$ cat src/rtl/systolic_feeder.sv
// Operand loader and lane streamer for the 3x3 output-stationary array.
// Captures A/B, clears the array, streams k=0..2, drains, then pulses done.
module systolic_feeder #(
  parameter int DATA_SIZE = 8
) (
  input  logic                   clk,
  input  logic                   reset,
  input  logic                   load_valid,
  output logic                   load_ready,
  input  logic [9*DATA_SIZE-1:0] load_a,
  input  logic [9*DATA_SIZE-1:0] load_b,
  output logic [3*DATA_SIZE-1:0] matrix_a_out,
  output logic [3*DATA_SIZE-1:0] matrix_b_out,
  output logic                   valid_out,
  output logic                   array_clear,
  output logic                   busy,
  output logic                   done
);

  localparam logic [2:0] S_IDLE   = 3'd0;
  localparam logic [2:0] S_CLEAR  = 3'd1;
  localparam logic [2:0] S_STREAM = 3'd2;
  localparam logic [2:0] S_DRAIN  = 3'd3;
  localparam logic [2:0] S_DONE   = 3'd4;

  logic [2:0]             state;
  logic [1:0]             cnt;
  logic [1:0]             k_nxt;
  logic [9*DATA_SIZE-1:0] a_reg;
  logic [9*DATA_SIZE-1:0] b_reg;
  logic [3*DATA_SIZE-1:0] a_col;
  logic [3*DATA_SIZE-1:0] b_col;

  // Lanes are registered, so select the column/row for the step being entered.
  always_comb begin
    k_nxt = 2'd0;
    if (state == S_STREAM && cnt != 2'd2)
      k_nxt = cnt + 2'd1;
    a_col = '0;
    b_col = '0;
    for (int i = 0; i < 3; i++) begin
      a_col[i*DATA_SIZE +: DATA_SIZE] =
        a_reg[(3*i + int'(k_nxt))*DATA_SIZE +: DATA_SIZE];
      b_col[i*DATA_SIZE +: DATA_SIZE] =
        b_reg[(3*int'(k_nxt) + i)*DATA_SIZE +: DATA_SIZE];
    end
  end

  always_ff @(posedge clk or posedge reset) begin
    if (reset) begin
      state        <= S_IDLE;
      cnt          <= 2'd0;
      a_reg        <= '0;
      b_reg        <= '0;
      load_ready   <= 1'b1;
      array_clear  <= 1'b1;
      matrix_a_out <= '0;
      matrix_b_out <= '0;
      valid_out    <= 1'b0;
      busy         <= 1'b0;
      done         <= 1'b0;
    end else begin
      array_clear  <= 1'b0;
      done         <= 1'b0;
      valid_out    <= 1'b0;
      matrix_a_out <= '0;
      matrix_b_out <= '0;
      unique case (state)
        S_IDLE: begin
          if (load_valid && load_ready) begin
            a_reg       <= load_a;
            b_reg       <= load_b;
            state       <= S_CLEAR;
            load_ready  <= 1'b0;
            busy        <= 1'b1;
            array_clear <= 1'b1;
          end
        end
        S_CLEAR: begin
          state        <= S_STREAM;
          cnt          <= 2'd0;
          valid_out    <= 1'b1;
          matrix_a_out <= a_col;
          matrix_b_out <= b_col;
        end
        S_STREAM: begin
          if (cnt == 2'd2) begin
            state <= S_DRAIN;
            cnt   <= 2'd0;
          end else begin
            cnt          <= cnt + 2'd1;
            valid_out    <= 1'b1;
            matrix_a_out <= a_col;
            matrix_b_out <= b_col;
          end
        end
        S_DRAIN: begin
          cnt <= cnt + 2'd1;
          if (cnt == 2'd3) begin
            state <= S_DONE;
            done  <= 1'b1;
          end
        end
        S_DONE: begin
          state      <= S_IDLE;
          busy       <= 1'b0;
          load_ready <= 1'b1;
        end
        default: begin
          state      <= S_IDLE;
          busy       <= 1'b0;
          load_ready <= 1'b1;
        end
      endcase
    end
  end

endmodule

$ cat config.mk
export PLATFORM = sky130hd
export DESIGN_NAME = systolic_feeder
export DESIGN_NICKNAME = d
export VERILOG_FILES = /design/src/rtl/systolic_feeder.sv
export SDC_FILE = /design/constraint.sdc
export NUM_CORES = 1
export LEC_CHECK = 0
export CORE_MARGIN = 5
export CORE_UTILIZATION = 45
export DETAILED_ROUTE_END_ITERATION = 16
export GPL_TIMING_DRIVEN = 0
export PLACE_DENSITY = 0.76
export SLEW_MARGIN = 20
export SYNTH_ARGS = -nofsm -noshare
export SYNTH_HDL_FRONTEND = slang
export SYNTH_SLANG_ARGS = --single-unit
$ cat constraint.sdc
create_clock -name clk -period 8.1 [get_ports clk]
set_input_delay 2.43 -clock clk [delete_from_list [all_inputs] [get_ports clk]]
set_output_delay 2.43 -clock clk [all_outputs]
set_load 0.02 [all_outputs]
# Word-level counts from Yosys, hierarchy flattened
# Index checks and enable logic that the tools add are counted.
# Widths: inputs -> output; s select.
[totals]
register_bits = 202
wordCells = 62
out_inout_bits = 53
[classes]
n_bitwise = 1
addsub = 5
reduce_logical = 8
mux = 21
mul = 1
eq_ne = 9
n_shift = 6
[op_table]
columns = ["op", "count"]
rows = [
  ["$shiftx 72x32->8", 2],
  ["$pmux 24 s2", 2],
  ["$shiftx 72x6->8", 1],
  ["$shiftx 72x7->8", 1],
  ["$shiftx 72x8->8", 1],
  ["$shiftx 72x9->8", 1],
  ["$mux 24", 2],
  ["$add 29x2->29 const B", 1],
  ["$pmux 3 s4", 1],
  ["$mux 3", 3],
  ["$mux 1", 7],
  ["$eq 3x2->1 const B", 2],
  ["$ne 2x2->1 const B", 3],
  ["$pmux 1 s2", 3],
  ["$pmux 2 s3", 1],
  ["$add 4x2->5 const B", 1],
  ["$add 3x2->4 const A", 1],
  ["$eq 2x2->1 const B", 2],
  ["$mul 2x2->4 const A", 1],
  ["$mux 2", 2],
  ["$reduce_and 2->1", 2],
  ["$add 2x2->3 const A", 1],
  ["$eq 3x1->1 const B", 1],
  ["$logic_not 3->1", 1],
  ["7 further kinds", 8],
]

# Depth between registers and ports, before layout
[depth]
word_depth = 8
mapped_depth = 14
ltp_nobuf = 8

# Worst setup path before layout
# OpenSTA, ideal clock, no wires.
[synth_path]
path_type = "input-to-reg"
start = "in load_valid"
end = "reg a_reg[0]"
setup_time_ns = 0.125
t_required_ns = 7.975
path_slack_ns = 4.607
t_arrival_ns = 3.368
cell_stages = 5
cell_sequence = "nand3_1 -> nor2_4 -> buf_6 -> buf_6 -> mux2_2"
[synth_via]
elab_chain_cells = 2
[synth_lines]
columns = ["item", "line", "source"]
rows = [
  ["start, declared", "8", "input logic load_valid,"],
  ["$logic_and 1x1->1", "70", "if (load_valid && load_ready) begin"],
  ["$reduce_and 2->1 (no source line)", "-", ""],
  ["end signal, assigned", "71", "a_reg <= load_a;"],
  ["end, declared", "29", "logic [9*DATA_SIZE-1:0] a_reg;"],
]
# No other way between the ends.
# A chain may end at the register's enable or synchronous reset.

# Final worst setup path
[layout_path]
start = "reg cnt[0]"
end = "reg matrix_b_out[15]"
[layout_via]
elab_chain_cells = 8
[layout_lines]
columns = ["item", "line", "source"]
rows = [
  ["start, declared", "27", "logic [1:0] cnt;"],
  ["start signal, assigned", "91", "cnt <= cnt + 2'd1;"],
  ["start signal, assigned", "98", "cnt <= cnt + 2'd1;"],
  ["branches (longest 7 deep; another with $add 29x2->29)", "-", ""],
  ["$pmux 24 s2 *", "68", "unique case (state)"],
  ["end signal, assigned", "84", "matrix_b_out <= b_col;"],
  ["end signal, assigned", "94", "matrix_b_out <= b_col;"],
  ["end, declared", "13", "output logic [3*DATA_SIZE-1:0] matrix_b_out,"],
]
# Mark *: on every way between the ends.

==> results <==
- The run finished with clean final reports.
- The kind of launch point of the worst setup path is a flop.
- Once the floorplan was initialized, standard cells occupied 46.1% of the core.
- The mean post-synth cell area is 13.8 um^2.
- For the worst setup path, the data required time is 8490 ps.
- The number of levels the H-tree was split into is 1.
- After synthesis, the largest area contributor takes up 59.8% of total cell area.
- Summing every instance area after synthesis gives about 8400 um^2.
- In the routed design, unresolved DRC markers number 0.
- The worst register-to-register path begins at cnt[0].
- The fraction of the cycle the final worst path needs is 52.9%.
- The arrival time at the worst endpoint is 4670 ps.
- The type of element capturing the critical path is a flop.
- The post-cts resize count is 0.
- The residual overflow from global routing is 0.
- The number of antenna violations at the first check in global routing is 3.
- The number of global-route vias before repair was 6536.
- The clock skew after layout is 14.2 ps.
- The final layout contains 984 nets.
- The signal on the critical path passes through buf_2 > inv_2 > buf_1 > ha_1 > nor4b_2 > and2_1 > buf_6 > inv_1 > buf_4 > buf_2 > ha_1 > buf_1 > mux4_2 > and2_1.
- The die covers 21400 um^2.
- The count of buffers inserted at the top-level ports is 199.
- The minimum hold slack is 495 ps.
- The end point of the most critical hold path is a_reg[3].
- Setup violations remaining at the end of the flow were counted as 0.
- The die is 146 um wide.
- After floorplanning, the core was divided into 49 placement rows.
- The final RePlAce weighted congestion is 0.860.
- From synthesis to final layout, the design area changed by 37.0%.
- The number of buffers on the longest clock path is 3.
- Prior to clock tree synthesis, the placed netlist has a worst setup slack of roughly 3800 ps.
- The library cells used most frequently in the layout, excluding fill and tap cells, are 200 x sky130_fd_sc_hd__dfrtp_1, 199 x sky130_fd_sc_hd__clkdlybuf4s50_1, 138 x sky130_fd_sc_hd__mux2_2.
- The worst register-to-register path has a depth of 14.
- The post-synth net total is 760.
- The buffer count from post-CTS setup fixing is 0.
- Across the run, the number of max-cap violations was 0.
- For this run, the top clock speed supported by timing is about 0.23 GHz.
- The pin count of the biggest net entering global routing is 114.
- The first global-routing pass estimated around 37000 um of wire.
- The number of ports placed on the die boundary is 200.
- The HPWL after detailed placement is about 17000 um.
- The count of nets left with antenna violations after detail routing is 0.
- The worst slew margin relative to its limit is 48.0%.
- The critical hold path startpoint is a_reg[3].
- Yosys mapped the design onto 34 distinct sky130hd cell types.
- The reported net switching power is 1.66 mW.
- The cell count after synthesis came out at ~610.
- After the first detailed-routing iteration, the DRC count stood at 352.
- The latest clock arrival within the worst-skew pair is 510 ps.
- The count of final hold-check violations is 0.
- The max-slew violation count was 0.
- For this block, the via count after detailed routing is 6059.
- The final-layout fill cell count is 1361.
- Counting instances, the worst hold path has a depth of 1.
- The slowest stage cell on the critical path is sky130_fd_sc_hd__mux4_2.
- The worst IR drop on VDD is roughly 0.00020 V.
- The CTS buffer count is 22.
- Cells fill a little over three fifths of the core in the end.
- After synthesis, flip-flops and latches occupy 60.4% of the total area.
- In this design, the stage delay of the slowest critical-path cell is 580 ps.
- The class of the tightest hold or removal check is flop to flop.
- The worst register-to-register path has a setup slack of 3810 ps.
- The worst register-to-register path ends at matrix_b_out[15].
- Sequential cells burn 37.0% of the power.
- The per-cell routed wire length is 22.6 um.
- Combinational cells account for 40.2% of the total power.
- For the pin with the worst max-slew slack, the measured transition is 780 ps.
- The internal power is 3.01 mW.
- In the global route stage, overall resource usage came out at 22.3%.
- The number of sinks handled by clock tree synthesis is between 200 and 250.
- The worst-case setup margin in the final layout is about 3800 ps.
- Of the total power, the clock network draws 22.8%.
- Setup repair after global routing left no endpoint under its margin.
- The number of detailed-route iterations in the first pass is 5.
- The flip-flop and latch count after synthesis is 202.
- The share of final-layout standard cells stronger than drive strength 1 is about a quarter.
- The most common cell after layout, fill and taps aside is sky130_fd_sc_hd__dfrtp_1.
- For this design the ratio of total power to cell area is 407 nW/um^2.
- The region available for standard cell placement spans 18100 um^2.
- The worst setup path is of the flop to flop kind.
- Clock-pin slew was measured on the worst setup and hold paths at 60 ps.
- The clock period could shrink to 4290 ps.
- TritonCTS built the clock tree.
- The number of hold buffers added after CTS was 0.
- The Yosys step of the flow raised 0 warnings.
- The tree is rooted in a sky130_fd_sc_hd__clkbuf_16.
- The analysis attributes to cell leakage a power of 4.90 nW.
- Of all nets on the critical path, the largest fanout is 11.
- Dividing the detail-routed via count by the number of cells gives 5.62.
- From bottom edge to top edge, the die measures 146 um.
- The total detailed-routing wirelength is 24300 um.
- After synthesis, the cell types taking the most area are sky130_fd_sc_hd__dfrtp_1 60%, sky130_fd_sc_hd__mux2_2 19%, sky130_fd_sc_hd__a311oi_1 4.2%.
- Summed over all instances, the cell type with the most area after synthesis is sky130_fd_sc_hd__dfrtp_1.
- Of the total power, the share spent switching nets is a little over a third.
power groups by stage:
| stage | registers, mW | logic (mW) | clock network, mW |
|---|---|---|---|
| after floorplan | 1.75 | 1.12 | 0 |
| final | 1.73 | 1.87 | 1.06 |
| after detailed placement | 1.73 | 1.87 | 0 |
| after CTS | 1.72 | 1.88 | 1.08 |
| after global placement | 1.71 | 1.81 | 0 |
| after global routing | 1.77 | 2.01 | 1.12 |
cell usage after synthesis, drive strengths merged:
| master | count |
|---|---|
| and3 | 1 |
| ha | 5 |
| nand2b | 1 |
| mux2 | 144 |
| nand3 | 1 |
| a21o | 1 |
| nor2b | 1 |
| o211ai | 1 |
| a221oi | 16 |
| buf | 30 |
| inv | 7 |
| dfrtp | 200 |
| a311oi | 40 |
| and2 | 9 |
| o21bai | 1 |
| mux4 | 8 |
| nor3b | 1 |
| a22oi | 1 |
| nor4b | 1 |
| nor3 | 1 |
| dfstp | 2 |
| mux2i | 1 |
| clkbuf | 16 |
| nor2 | 6 |
| o21ai | 2 |
| a21oi | 28 |
| nand2 | 83 |
per-stage QoR:
stage / std cells / TNS (ps) / total power, mW / instance area, um^2
global placement: 1036 / -408200 / 3.52 / 10700
CTS: 1077 / 0 / 4.68 / 11500
floorplan: 608 / 0 / 2.87 / 8370
detailed placement: 1037 / 0 / 3.60 / 10700
global route: 1079 / 0 / 4.90 / 11500
finish: 1079 / 0 / 4.67 / 11500
per-layer routing:
layer | part of all wire (%) | track usage, % | up-vias
met5 | 0.082 | 0 | -
met4 | 2.8 | 6.91 | 2
met3 | 6.7 | 5.21 | 52
met2 | 50 | 37.8 | 269
met1 | 40 | 28.6 | 3081
li1 | - | - | 2655
critical path, delay by kind of cell (launching register included):
family / cells / cell delay, ps
adders and majority gates: 2 / 660
buffers and inverters: 8 / 1850
DFF: 1 / 400
muxes: 1 / 580
and+or+nand+nor: 3 / 680
area by class of cell:
class	count	area, um^2	share of cell area [%]
antenna	2	5.00	0.0436
buffer	46	295	2.57
clock buffer	33	663	5.78
clock inverter	7	118	1.03
inverter	7	33.8	0.294
multi-input combinational	353	2990	26.1
sequential	202	5060	44.1
tap	229	287	2.50
timing repair buffer	200	2020	17.6
worst max path at each step:
stage | startpoint | endpoint | slack [ps]
2_1_floorplan | reset | a_reg[0] | 160
3_3_place_gp | reset | b_reg[12] | -2050
3_5_place_dp | load_valid | a_reg[35] | 3760
4_1_cts | cnt[0] | matrix_b_out[15] | 3830
5_1_grt | cnt[0] | matrix_b_out[13] | 3650
6_report | cnt[0] | matrix_b_out[15] | 3810
cells by family (layout without fill, tap and decap cells):
logic type,after synthesis,in the layout,share of synthesized area (%)
multiplexers,153,153,21.6
adder cells (fa/ha/maj),5,5,0.747
flip-flops,202,202,60.4
AND/OR/NAND/NOR,105,105,5.36
buffers and inverters,53,293,3.84
AO/OA/AOI/OAI,90,90,8.01
other,0,2,0
(Power assumes the default switching activity.)
